`src/rtl/adc_scan_pkg.sv`:
```
// Shared types and constants for the ADC phase-scan sequencer.
package adc_scan_pkg;

  localparam int unsigned METRIC_W = 12;
  localparam int unsigned DELAY_W  = 6;
  localparam logic [METRIC_W-1:0] METRIC_MAX = 12'hFFF;

  typedef enum logic [3:0] {
    S_IDLE,
    S_TRIG,
    S_SETTLE,
    S_COLLECT,
    S_EVAL,
    S_APPLY,
    S_FTRIG,
    S_FSETTLE,
    S_DONE
  } state_e;

endpackage

```
`src/rtl/adc_phase_scan_if.sv`:
```
// Link between the phase-scan sequencer (master) and adc_block (slave).
interface adc_phase_scan_if;

  logic [5:0] scan_delay;
  logic       delay_trig;
  logic       align_en;
  logic       monitor_strb;
  logic [6:0] count1;
  logic [6:0] count2;
  logic [6:0] count3;
  logic       saturated;

  modport master (
    output scan_delay, delay_trig, align_en,
    input  monitor_strb, count1, count2, count3, saturated
  );

  modport slave (
    input  scan_delay, delay_trig, align_en,
    output monitor_strb, count1, count2, count3, saturated
  );

endinterface

```
`src/rtl/scan_metric_accum.sv`:
```
// Per-step metric accumulator: sums count1+count3 over N monitor strobes and
// flags a timeout when strobes stop arriving.
module scan_metric_accum
  import adc_scan_pkg::*;
#(
  parameter logic [15:0] STRB_TIMEOUT = 16'hFFFF
) (
  input  logic                clk40,
  input  logic                rst_n,
  input  logic                clr,
  input  logic                en,
  input  logic                strb,
  input  logic [6:0]          count1,
  input  logic [6:0]          count3,
  input  logic [3:0]          nstrb,
  output logic [METRIC_W-1:0] acc,
  output logic                step_valid,
  output logic                timeout
);

  logic [METRIC_W-1:0] acc_q, acc_d;
  logic [3:0]          cnt_q, cnt_d;
  logic [15:0]         timer_q, timer_d;

  always_comb begin
    acc_d      = acc_q;
    cnt_d      = cnt_q;
    timer_d    = timer_q;
    step_valid = 1'b0;
    timeout    = 1'b0;
    if (clr) begin
      acc_d   = '0;
      cnt_d   = '0;
      timer_d = '0;
    end else if (en) begin
      if (strb) begin
        acc_d      = acc_q + METRIC_W'(count1) + METRIC_W'(count3);
        cnt_d      = cnt_q + 4'd1;
        timer_d    = '0;
        step_valid = (cnt_q == nstrb - 4'd1);
      end else begin
        timer_d = timer_q + 16'd1;
        timeout = (timer_q == STRB_TIMEOUT - 16'd1);
      end
    end
  end

  always_ff @(posedge clk40 or negedge rst_n) begin
    if (!rst_n) begin
      acc_q   <= '0;
      cnt_q   <= '0;
      timer_q <= '0;
    end else begin
      acc_q   <= acc_d;
      cnt_q   <= cnt_d;
      timer_q <= timer_d;
    end
  end

  assign acc = acc_q;

endmodule

```
`src/rtl/adc_phase_scan.sv`:
```
// ADC clock-phase sweep sequencer: scores each phase step and applies the best.
// Optional histogram of per-phase metrics when ADC_SCAN_HIST_EN is defined.
module adc_phase_scan
  import adc_scan_pkg::*;
#(
  parameter logic [15:0] STRB_TIMEOUT = 16'hFFFF
) (
  input  logic                clk40,
  input  logic                rst_n,
  input  logic                start,
  input  logic                abort,
  input  logic                align_en_req,
  input  logic [DELAY_W-1:0]  scan_first,
  input  logic [DELAY_W-1:0]  scan_last,
  input  logic [2:0]          scan_stride,
  input  logic [7:0]          settle_cycles,
  input  logic [3:0]          strobes_per_step,
  adc_phase_scan_if.master    adc,
  output logic                busy,
  output logic                done,
  output logic                error,
  output logic                best_valid,
  output logic [DELAY_W-1:0]  best_delay,
  output logic [METRIC_W-1:0] best_metric
`ifdef ADC_SCAN_HIST_EN
  ,
  input  logic [DELAY_W-1:0]  hist_rd_addr,
  output logic [METRIC_W-1:0] hist_rd_data
`endif
);

  state_e              state_q, state_d;
  logic [DELAY_W-1:0]  delay_q, delay_d;
  logic                trig_q, trig_d;
  logic                align_q, align_d;
  logic                done_q, done_d;
  logic                error_q, error_d;
  logic                bvalid_q, bvalid_d;
  logic [DELAY_W-1:0]  bdelay_q, bdelay_d;
  logic [METRIC_W-1:0] bmetric_q, bmetric_d;
  logic [DELAY_W-1:0]  orig_q, orig_d;
  logic [DELAY_W-1:0]  restore_q, restore_d;
  logic [DELAY_W-1:0]  first_q, first_d;
  logic [DELAY_W-1:0]  last_q, last_d;
  logic [2:0]          stride_q, stride_d;
  logic [7:0]          settle_q, settle_d;
  logic [3:0]          nstrb_q, nstrb_d;
  logic [7:0]          scnt_q, scnt_d;

  logic                acc_clr;
  logic [METRIC_W-1:0] acc;
  logic                step_valid;
  logic                timeout;
  logic [DELAY_W:0]    next_phase;
  logic                better;
  logic                sat_hit;
  logic                abort_hit;
  logic                unused_count2;

  assign unused_count2 = ^adc.count2;

  scan_metric_accum #(
    .STRB_TIMEOUT (STRB_TIMEOUT)
  ) u_accum (
    .clk40      (clk40),
    .rst_n      (rst_n),
    .clr        (acc_clr),
    .en         (state_q == S_COLLECT),
    .strb       (adc.monitor_strb),
    .count1     (adc.count1),
    .count3     (adc.count3),
    .nstrb      (nstrb_q),
    .acc        (acc),
    .step_valid (step_valid),
    .timeout    (timeout)
  );

  assign busy       = (state_q != S_IDLE);
  assign next_phase = {1'b0, delay_q} + {4'b0, stride_q};
  assign better     = (acc < bmetric_q);
  assign sat_hit    = adc.saturated & (state_q inside {S_SETTLE, S_COLLECT});
  assign abort_hit  = abort & (state_q inside {S_TRIG, S_SETTLE, S_COLLECT, S_EVAL});

  always_comb begin
    state_d   = state_q;
    delay_d   = delay_q;
    trig_d    = 1'b0;
    error_d   = error_q;
    bvalid_d  = bvalid_q;
    bdelay_d  = bdelay_q;
    bmetric_d = bmetric_q;
    orig_d    = orig_q;
    restore_d = restore_q;
    first_d   = first_q;
    last_d    = last_q;
    stride_d  = stride_q;
    settle_d  = settle_q;
    nstrb_d   = nstrb_q;
    scnt_d    = scnt_q;
    acc_clr   = 1'b0;

    unique case (state_q)
      S_IDLE: begin
        if (start) begin
          first_d   = scan_first;
          last_d    = scan_last;
          stride_d  = (scan_stride == 3'd0) ? 3'd1 : scan_stride;
          settle_d  = (settle_cycles == 8'd0) ? 8'd1 : settle_cycles;
          nstrb_d   = (strobes_per_step == 4'd0) ? 4'd1 : strobes_per_step;
          orig_d    = delay_q;
          error_d   = 1'b0;
          bvalid_d  = 1'b0;
          bmetric_d = METRIC_MAX;
          if (scan_first > scan_last) begin
            error_d   = 1'b1;
            restore_d = delay_q;
            state_d   = S_APPLY;
          end else begin
            delay_d = scan_first;
            state_d = S_TRIG;
          end
        end
      end
      S_TRIG: begin
        trig_d  = 1'b1;
        scnt_d  = settle_q;
        state_d = S_SETTLE;
      end
      S_SETTLE: begin
        if (scnt_q <= 8'd1) begin
          acc_clr = 1'b1;
          state_d = S_COLLECT;
        end else begin
          scnt_d = scnt_q - 8'd1;
        end
      end
      S_COLLECT: begin
        if (step_valid) begin
          state_d = S_EVAL;
        end else if (timeout) begin
          error_d   = 1'b1;
          restore_d = orig_q;
          state_d   = S_APPLY;
        end
      end
      S_EVAL: begin
        if (better) begin
          bmetric_d = acc;
          bdelay_d  = delay_q;
          bvalid_d  = 1'b1;
        end
        // Restore target must see a best updated in this same cycle.
        if (next_phase > {1'b0, last_q}) begin
          restore_d = better ? delay_q : bdelay_q;
          state_d   = S_APPLY;
        end else begin
          delay_d = next_phase[DELAY_W-1:0];
          state_d = S_TRIG;
        end
      end
      S_APPLY: begin
        delay_d = restore_q;
        state_d = S_FTRIG;
      end
      S_FTRIG: begin
        trig_d  = 1'b1;
        scnt_d  = settle_q;
        state_d = S_FSETTLE;
      end
      S_FSETTLE: begin
        if (scnt_q <= 8'd1) begin
          state_d = S_DONE;
        end else begin
          scnt_d = scnt_q - 8'd1;
        end
      end
      S_DONE: begin
        state_d = S_IDLE;
      end
      default: begin
        state_d = S_IDLE;
      end
    endcase

    // Saturation outranks abort; both discard this cycle's step/trigger work.
    if (sat_hit) begin
      state_d   = S_APPLY;
      restore_d = orig_q;
      error_d   = 1'b1;
      delay_d   = delay_q;
      trig_d    = 1'b0;
    end else if (abort_hit) begin
      state_d   = S_APPLY;
      restore_d = orig_q;
      error_d   = error_q;
      bvalid_d  = 1'b0;
      bdelay_d  = bdelay_q;
      bmetric_d = bmetric_q;
      delay_d   = delay_q;
      trig_d    = 1'b0;
    end

    done_d  = (state_d == S_DONE);
    align_d = align_en_req & ~busy;
  end

  always_ff @(posedge clk40 or negedge rst_n) begin
    if (!rst_n) begin
      state_q   <= S_IDLE;
      delay_q   <= '0;
      trig_q    <= 1'b0;
      align_q   <= 1'b0;
      done_q    <= 1'b0;
      error_q   <= 1'b0;
      bvalid_q  <= 1'b0;
      bdelay_q  <= '0;
      bmetric_q <= METRIC_MAX;
      orig_q    <= '0;
      restore_q <= '0;
      first_q   <= '0;
      last_q    <= '0;
      stride_q  <= 3'd1;
      settle_q  <= 8'd1;
      nstrb_q   <= 4'd1;
      scnt_q    <= '0;
    end else begin
      state_q   <= state_d;
      delay_q   <= delay_d;
      trig_q    <= trig_d;
      align_q   <= align_d;
      done_q    <= done_d;
      error_q   <= error_d;
      bvalid_q  <= bvalid_d;
      bdelay_q  <= bdelay_d;
      bmetric_q <= bmetric_d;
      orig_q    <= orig_d;
      restore_q <= restore_d;
      first_q   <= first_d;
      last_q    <= last_d;
      stride_q  <= stride_d;
      settle_q  <= settle_d;
      nstrb_q   <= nstrb_d;
      scnt_q    <= scnt_d;
    end
  end

  assign adc.scan_delay = delay_q;
  assign adc.delay_trig = trig_q;
  assign adc.align_en   = align_q;
  assign done           = done_q;
  assign error          = error_q;
  assign best_valid     = bvalid_q;
  assign best_delay     = bdelay_q;
  assign best_metric    = bmetric_q;

`ifdef ADC_SCAN_HIST_EN
  logic [METRIC_W-1:0] hist_q [64];
  logic [METRIC_W-1:0] hist_d [64];
  logic [METRIC_W-1:0] hist_rd_q;

  always_comb begin
    hist_d = hist_q;
    if (state_q == S_IDLE && start) begin
      for (int unsigned i = 0; i < 64; i++) hist_d[i] = '0;
    end else if (state_q == S_EVAL) begin
      hist_d[delay_q] = acc;
    end
  end

  always_ff @(posedge clk40 or negedge rst_n) begin
    if (!rst_n) begin
      for (int unsigned i = 0; i < 64; i++) hist_q[i] <= '0;
      hist_rd_q <= '0;
    end else begin
      hist_q    <= hist_d;
      hist_rd_q <= hist_q[hist_rd_addr];
    end
  end

  assign hist_rd_data = hist_rd_q;
`endif

endmodule

```
`src/flat_wrapper.sv`:
```
// flat-port wrapper written by rule: the top's interface ports become plain ports
module adc_phase_scan_flat import adc_scan_pkg::*;
#(
  parameter logic [15:0] STRB_TIMEOUT = 16'hFFFF
)
  (clk40, rst_n, start, abort, align_en_req, scan_first, scan_last, scan_stride, settle_cycles, strobes_per_step, busy, done, error, best_valid, best_delay, best_metric, adc_scan_delay, adc_delay_trig, adc_align_en, adc_monitor_strb, adc_count1, adc_count2, adc_count3, adc_saturated);
  adc_phase_scan_if adc_i ();
  input  logic clk40;
  input  logic rst_n;
  input  logic start;
  input  logic abort;
  input  logic align_en_req;
  input  logic [DELAY_W-1:0] scan_first;
  input  logic [DELAY_W-1:0] scan_last;
  input  logic [2:0] scan_stride;
  input  logic [7:0] settle_cycles;
  input  logic [3:0] strobes_per_step;
  output logic busy;
  output logic done;
  output logic error;
  output logic best_valid;
  output logic [DELAY_W-1:0] best_delay;
  output logic [METRIC_W-1:0] best_metric;
  output wire logic [$bits(adc_i.scan_delay)-1:0] adc_scan_delay;
  output wire logic [$bits(adc_i.delay_trig)-1:0] adc_delay_trig;
  output wire logic [$bits(adc_i.align_en)-1:0] adc_align_en;
  input wire logic [$bits(adc_i.monitor_strb)-1:0] adc_monitor_strb;
  input wire logic [$bits(adc_i.count1)-1:0] adc_count1;
  input wire logic [$bits(adc_i.count2)-1:0] adc_count2;
  input wire logic [$bits(adc_i.count3)-1:0] adc_count3;
  input wire logic [$bits(adc_i.saturated)-1:0] adc_saturated;
  assign adc_scan_delay = adc_i.scan_delay;
  assign adc_delay_trig = adc_i.delay_trig;
  assign adc_align_en = adc_i.align_en;
  assign adc_i.monitor_strb = adc_monitor_strb;
  assign adc_i.count1 = adc_count1;
  assign adc_i.count2 = adc_count2;
  assign adc_i.count3 = adc_count3;
  assign adc_i.saturated = adc_saturated;
  adc_phase_scan #(.STRB_TIMEOUT(STRB_TIMEOUT)) u_core (.clk40(clk40), .rst_n(rst_n), .start(start), .abort(abort), .align_en_req(align_en_req), .scan_first(scan_first), .scan_last(scan_last), .scan_stride(scan_stride), .settle_cycles(settle_cycles), .strobes_per_step(strobes_per_step), .adc(adc_i), .busy(busy), .done(done), .error(error), .best_valid(best_valid), .best_delay(best_delay), .best_metric(best_metric));
endmodule
```
`config.mk`:
```
export PLATFORM = sky130hd
export DESIGN_NAME = adc_phase_scan_flat
export DESIGN_NICKNAME = d
export VERILOG_FILES = /design/src/rtl/adc_scan_pkg.sv /design/src/rtl/adc_phase_scan_if.sv /design/src/rtl/scan_metric_accum.sv /design/src/rtl/adc_phase_scan.sv /design/src/flat_wrapper.sv
export SDC_FILE = /design/constraint.sdc
export NUM_CORES = 1
export LEC_CHECK = 0
export CORE_ASPECT_RATIO = 1.5
export CORE_MARGIN = 5
export CORE_UTILIZATION = 60
export CTS_CLUSTER_SIZE = 10
export DETAILED_ROUTE_END_ITERATION = 8
export PLACE_DENSITY = 0.86
export SKIP_CTS_REPAIR_TIMING = 1
export SYNTH_ARGS = -nofsm -noshare
export SYNTH_HDL_FRONTEND = slang
export SYNTH_SLANG_ARGS = --single-unit
```
`constraint.sdc`:
```
create_clock -name clk40 -period 5.1 [get_ports clk40]
set_input_delay 1.53 -clock clk40 [delete_from_list [all_inputs] [get_ports clk40]]
set_output_delay 1.53 -clock clk40 [all_outputs]
set_load 0.02 [all_outputs]
```
==> metrics.txt <==
CORE AREA=10500 um^2; clock tree from TritonCTS=yes; leakage power=3.42 nW; pin count of the biggest net entering global routing=54; critical path's top delay family=compound AO/OA/AOI/OAI gates; DIE WIDTH=94.6 um; Worst Hold Path EP=u_core.last_q[2]; final-layout setup total negative slack=0 ps; commonest cells after routing, fill and taps aside=sky130_fd_sc_hd__dfrtp_1, sky130_fd_sc_hd__clkdlybuf4s50_1, sky130_fd_sc_hd__nand2_1; post-synthesis async set-or-reset flop share=100%; actual transition at the worst max-transition pin=795 ps; number of buffer and inverter instances along the worst setup path=1; Vias per Instance=6.07; post-route standard cell area excluding fillers=7630 um^2; cell type with the largest total area after synthesis=sky130_fd_sc_hd__dfrtp_1; startpoint types=input port; global route total overflow=0; arrival time at the worst endpoint=4470 ps; most frequently used flop master after synthesis=sky130_fd_sc_hd__dfrtp_1; switching power total=0.00190 W; register area=2670 um^2; total global routing track utilization=24.8%; register-to-register path setup slack=1480 ps; estimated wirelength of the detail-placed design=11300 um; Max Cap Violations=0; overall die area=13000 um^2; placer congestion estimate=0.858; tightest slew margin relative to the limit=45.6%; Reg2Reg Depth=13; Internal=0.00267 W; part of the Yosys area used for sequential elements=41.4%; Clk network pwr share=15.7%; required time of the worst setup path=5330 ps; first-pass GRT wire length=25700 um; mapped cell area=6450 um^2; final hold vios=0; clock sinks=106; First DRT Iteration DRCs=363; CP peak stage delay=760 ps; number of antenna violations at the first check in global routing=0; Critical Path Slowest Stage Cell=sky130_fd_sc_hd__a2111oi_0; number of flip-flops and latches in the synthesized netlist=106; via count of the first global-routing pass=5584; fraction of power spent switching nets=41.5%; count of flip-flops with a built-in enable after synthesis=0; combined area of the multi-input logic cells=3450 um^2; Core Rows=46; number of design rule violations left after detail routing=0; portion of total power attributed to sequential cells=34.7%; kind of path behind the tightest hold check=flip-flop to flip-flop; number of H-tree levels=3; DP Area=7320 um^2; Max IR drop VDD=342 uV; largest clock skew in the final design=17.3 ps; share of layout cells above drive strength 1=11.6%; Cells on Worst Hold Path=2; height of the die=137 um; clock slew at reported path FFs=80 ps; area share of the largest cell type after synthesis=35.3%; number of warning messages in the yosys log=0; worst-skew pair later-pin latency=360 ps; part of the total power dissipated in combinational logic=49.5%; number of nets with antenna violations after detailed routing=0; reg2reg start=u_core.adc.scan_delay[0]; # nets final=831; clock buffer count from CTS=9; final cycle utilization of the critical path=83.2%; Max Freq=0.236 GHz; Boundary Pins=85; largest cells by area after synthesis=sky130_fd_sc_hd__dfrtp_1, sky130_fd_sc_hd__ha_1, sky130_fd_sc_hd__dfstp_2; peak fanout along the critical path=3; nature of the critical path endpoint=flip-flop; cell count after synthesis=661; chain of cells forming the critical path=clkdlybuf4s50_1 > fa_1 > ha_1 > a21o_1 > a21oi_1 > o21bai_1 > a2111oi_0 > nor3b_1 > mux2i_1; DR vias=5324; r2r endpoint=u_core.adc.scan_delay[0]; synthesis-to-layout area growth=18.3%; number of antenna diodes=0; Clock Tree Root=sky130_fd_sc_hd__clkbuf_16; Final setup viols=0; most frequent standard cell in the layout excluding fill and tap cells=sky130_fd_sc_hd__dfrtp_1; startpoint of the most critical hold path=u_core.last_q[2]; number of filler instances in the final layout=735; areal power density over the cells=599 nW/um^2; routed wire length=15200 um; count of cell types in the netlist=65; average wire length per cell after detail routing=17.3 um; WS Path Type=input port to flip-flop; RSZ-0062 raised after global routing=no; Syn Nets=764; Starting Density=61.2%; count of buffers inserted at the top-level ports=77; total count of max-transition violations in the final report=0; minimum clock period after layout=4240 ps; synthesized area per cell=9.75 um^2; Pre-antenna DRT Iters=7; run status=finished, final reports clean; maximum count of clock buffers along a single path=2
synth_stat cells (8+ instances only):
cell / n
sky130_fd_sc_hd__nor2_1: 51
sky130_fd_sc_hd__and3_1: 9
sky130_fd_sc_hd__mux2i_1: 23
sky130_fd_sc_hd__nor3_1: 14
sky130_fd_sc_hd__nand2_1: 52
sky130_fd_sc_hd__mux2_2: 30
sky130_fd_sc_hd__ha_1: 39
sky130_fd_sc_hd__fa_1: 9
sky130_fd_sc_hd__a221oi_1: 9
sky130_fd_sc_hd__inv_1: 51
sky130_fd_sc_hd__xnor2_1: 21
sky130_fd_sc_hd__o211ai_1: 10
sky130_fd_sc_hd__a21oi_1: 35
sky130_fd_sc_hd__nand3_1: 17
sky130_fd_sc_hd__xor2_1: 10
sky130_fd_sc_hd__o22ai_1: 10
sky130_fd_sc_hd__or3_1: 10
sky130_fd_sc_hd__clkbuf_1: 18
sky130_fd_sc_hd__nand4_1: 12
sky130_fd_sc_hd__o21ai_0: 30
sky130_fd_sc_hd__a21o_1: 8
sky130_fd_sc_hd__dfrtp_1: 91
sky130_fd_sc_hd__a31oi_1: 9
sky130_fd_sc_hd__dfstp_2: 15
layout make-up:
cell class	count	area share [%]
Clock buffer	10	3.13
Clock inverter	6	0.968
Inverter	51	2.51
Multi-Input combinational cell	476	45.3
Sequential cell	106	35.0
Tap cell	144	2.36
Timing Repair Buffer	84	10.8
worst max-delay path by stage:
stage	start	to	slack, ps	depth (start not counted)
after CTS	adc_count3[2]	u_core.u_accum.acc[10]	860	9
after detailed placement	adc_count3[2]	u_core.u_accum.acc[10]	630	9
after floorplan	adc_count3[2]	u_core.u_accum.acc[10]	1390	8
after global routing	adc_count3[2]	u_core.u_accum.acc[8]	620	9
final	adc_count3[2]	u_core.u_accum.acc[10]	860	9
after global placement	adc_count3[2]	u_core.u_accum.acc[10]	700	9
logic make-up (layout without fill, tap and decap cells):
kind of cell             Yosys count  count (layout)  share of synthesized area (%)
AO/OA/AOI/OAI                    144             144                           14.5
adder cells (fa/ha/maj)           48              48                           10.4
multiplexers                      53              53                           8.81
XOR/XNOR                          31              31                           4.21
flip-flops                       106             106                           41.4
AND/OR/NAND/NOR                  200             200                           15.7
buffers and inverters             79             151                           5.01
metal layers:
metal  share of wire (%)  track usage [%]  vias up
met5                   0                0        -
met4                 3.2             10.6        0
met3                 4.7             3.80       49
met2                  53             44.4      193
met1                  39             29.3     2602
li1                    -                -     2480
flip-flops by register name, summed over array words and instances, names as in the netlist, 8 cells and up:
register,cells
u_core.best_metric,12
u_core.scnt_q,8
u_core.settle_q,8
u_core.u_accum.acc,12
u_core.u_accum.timer_q,16
per-stage QoR:
step / util (%) / cells / hold WS, ps / setup slack (ps) / power, W
final: 72.4 / 877 / 495 / 855 / 0.00457
after global routing: 72.4 / 877 / 524 / 617 / 0.00492
after CTS: 72.4 / 877 / 498 / 861 / 0.00457
after detailed placement: 69.5 / 861 / 481 / 627 / 0.00382
after global placement: 69.5 / 861 / 464 / 703 / 0.00368
after floorplan: - / 661 / 450 / 1390 / 0.00316
power groups by stage:
stage	Clock (W)	Combinational (W)	Sequential (W)
global placement	0	0.00212	0.00157
floorplan	0	0.00162	0.00154
finish	0.000719	0.00226	0.00159
detailed placement	0	0.00224	0.00159
CTS	0.000727	0.00227	0.00158
global route	0.000763	0.00252	0.00164
worst reg2reg max path: cells and delay by family, from the launching register on:
kind,cells,cell delay (ps)
AO/OA/AOI/OAI,4,800
XOR/XNOR,1,240
adder cells (fa/ha/maj),3,900
buffers and inverters,2,140
flip-flops,1,480
multiplexers,1,320
AND/OR/NAND/NOR,2,630
No activity file was read; power rests on OpenSTA's default activity.
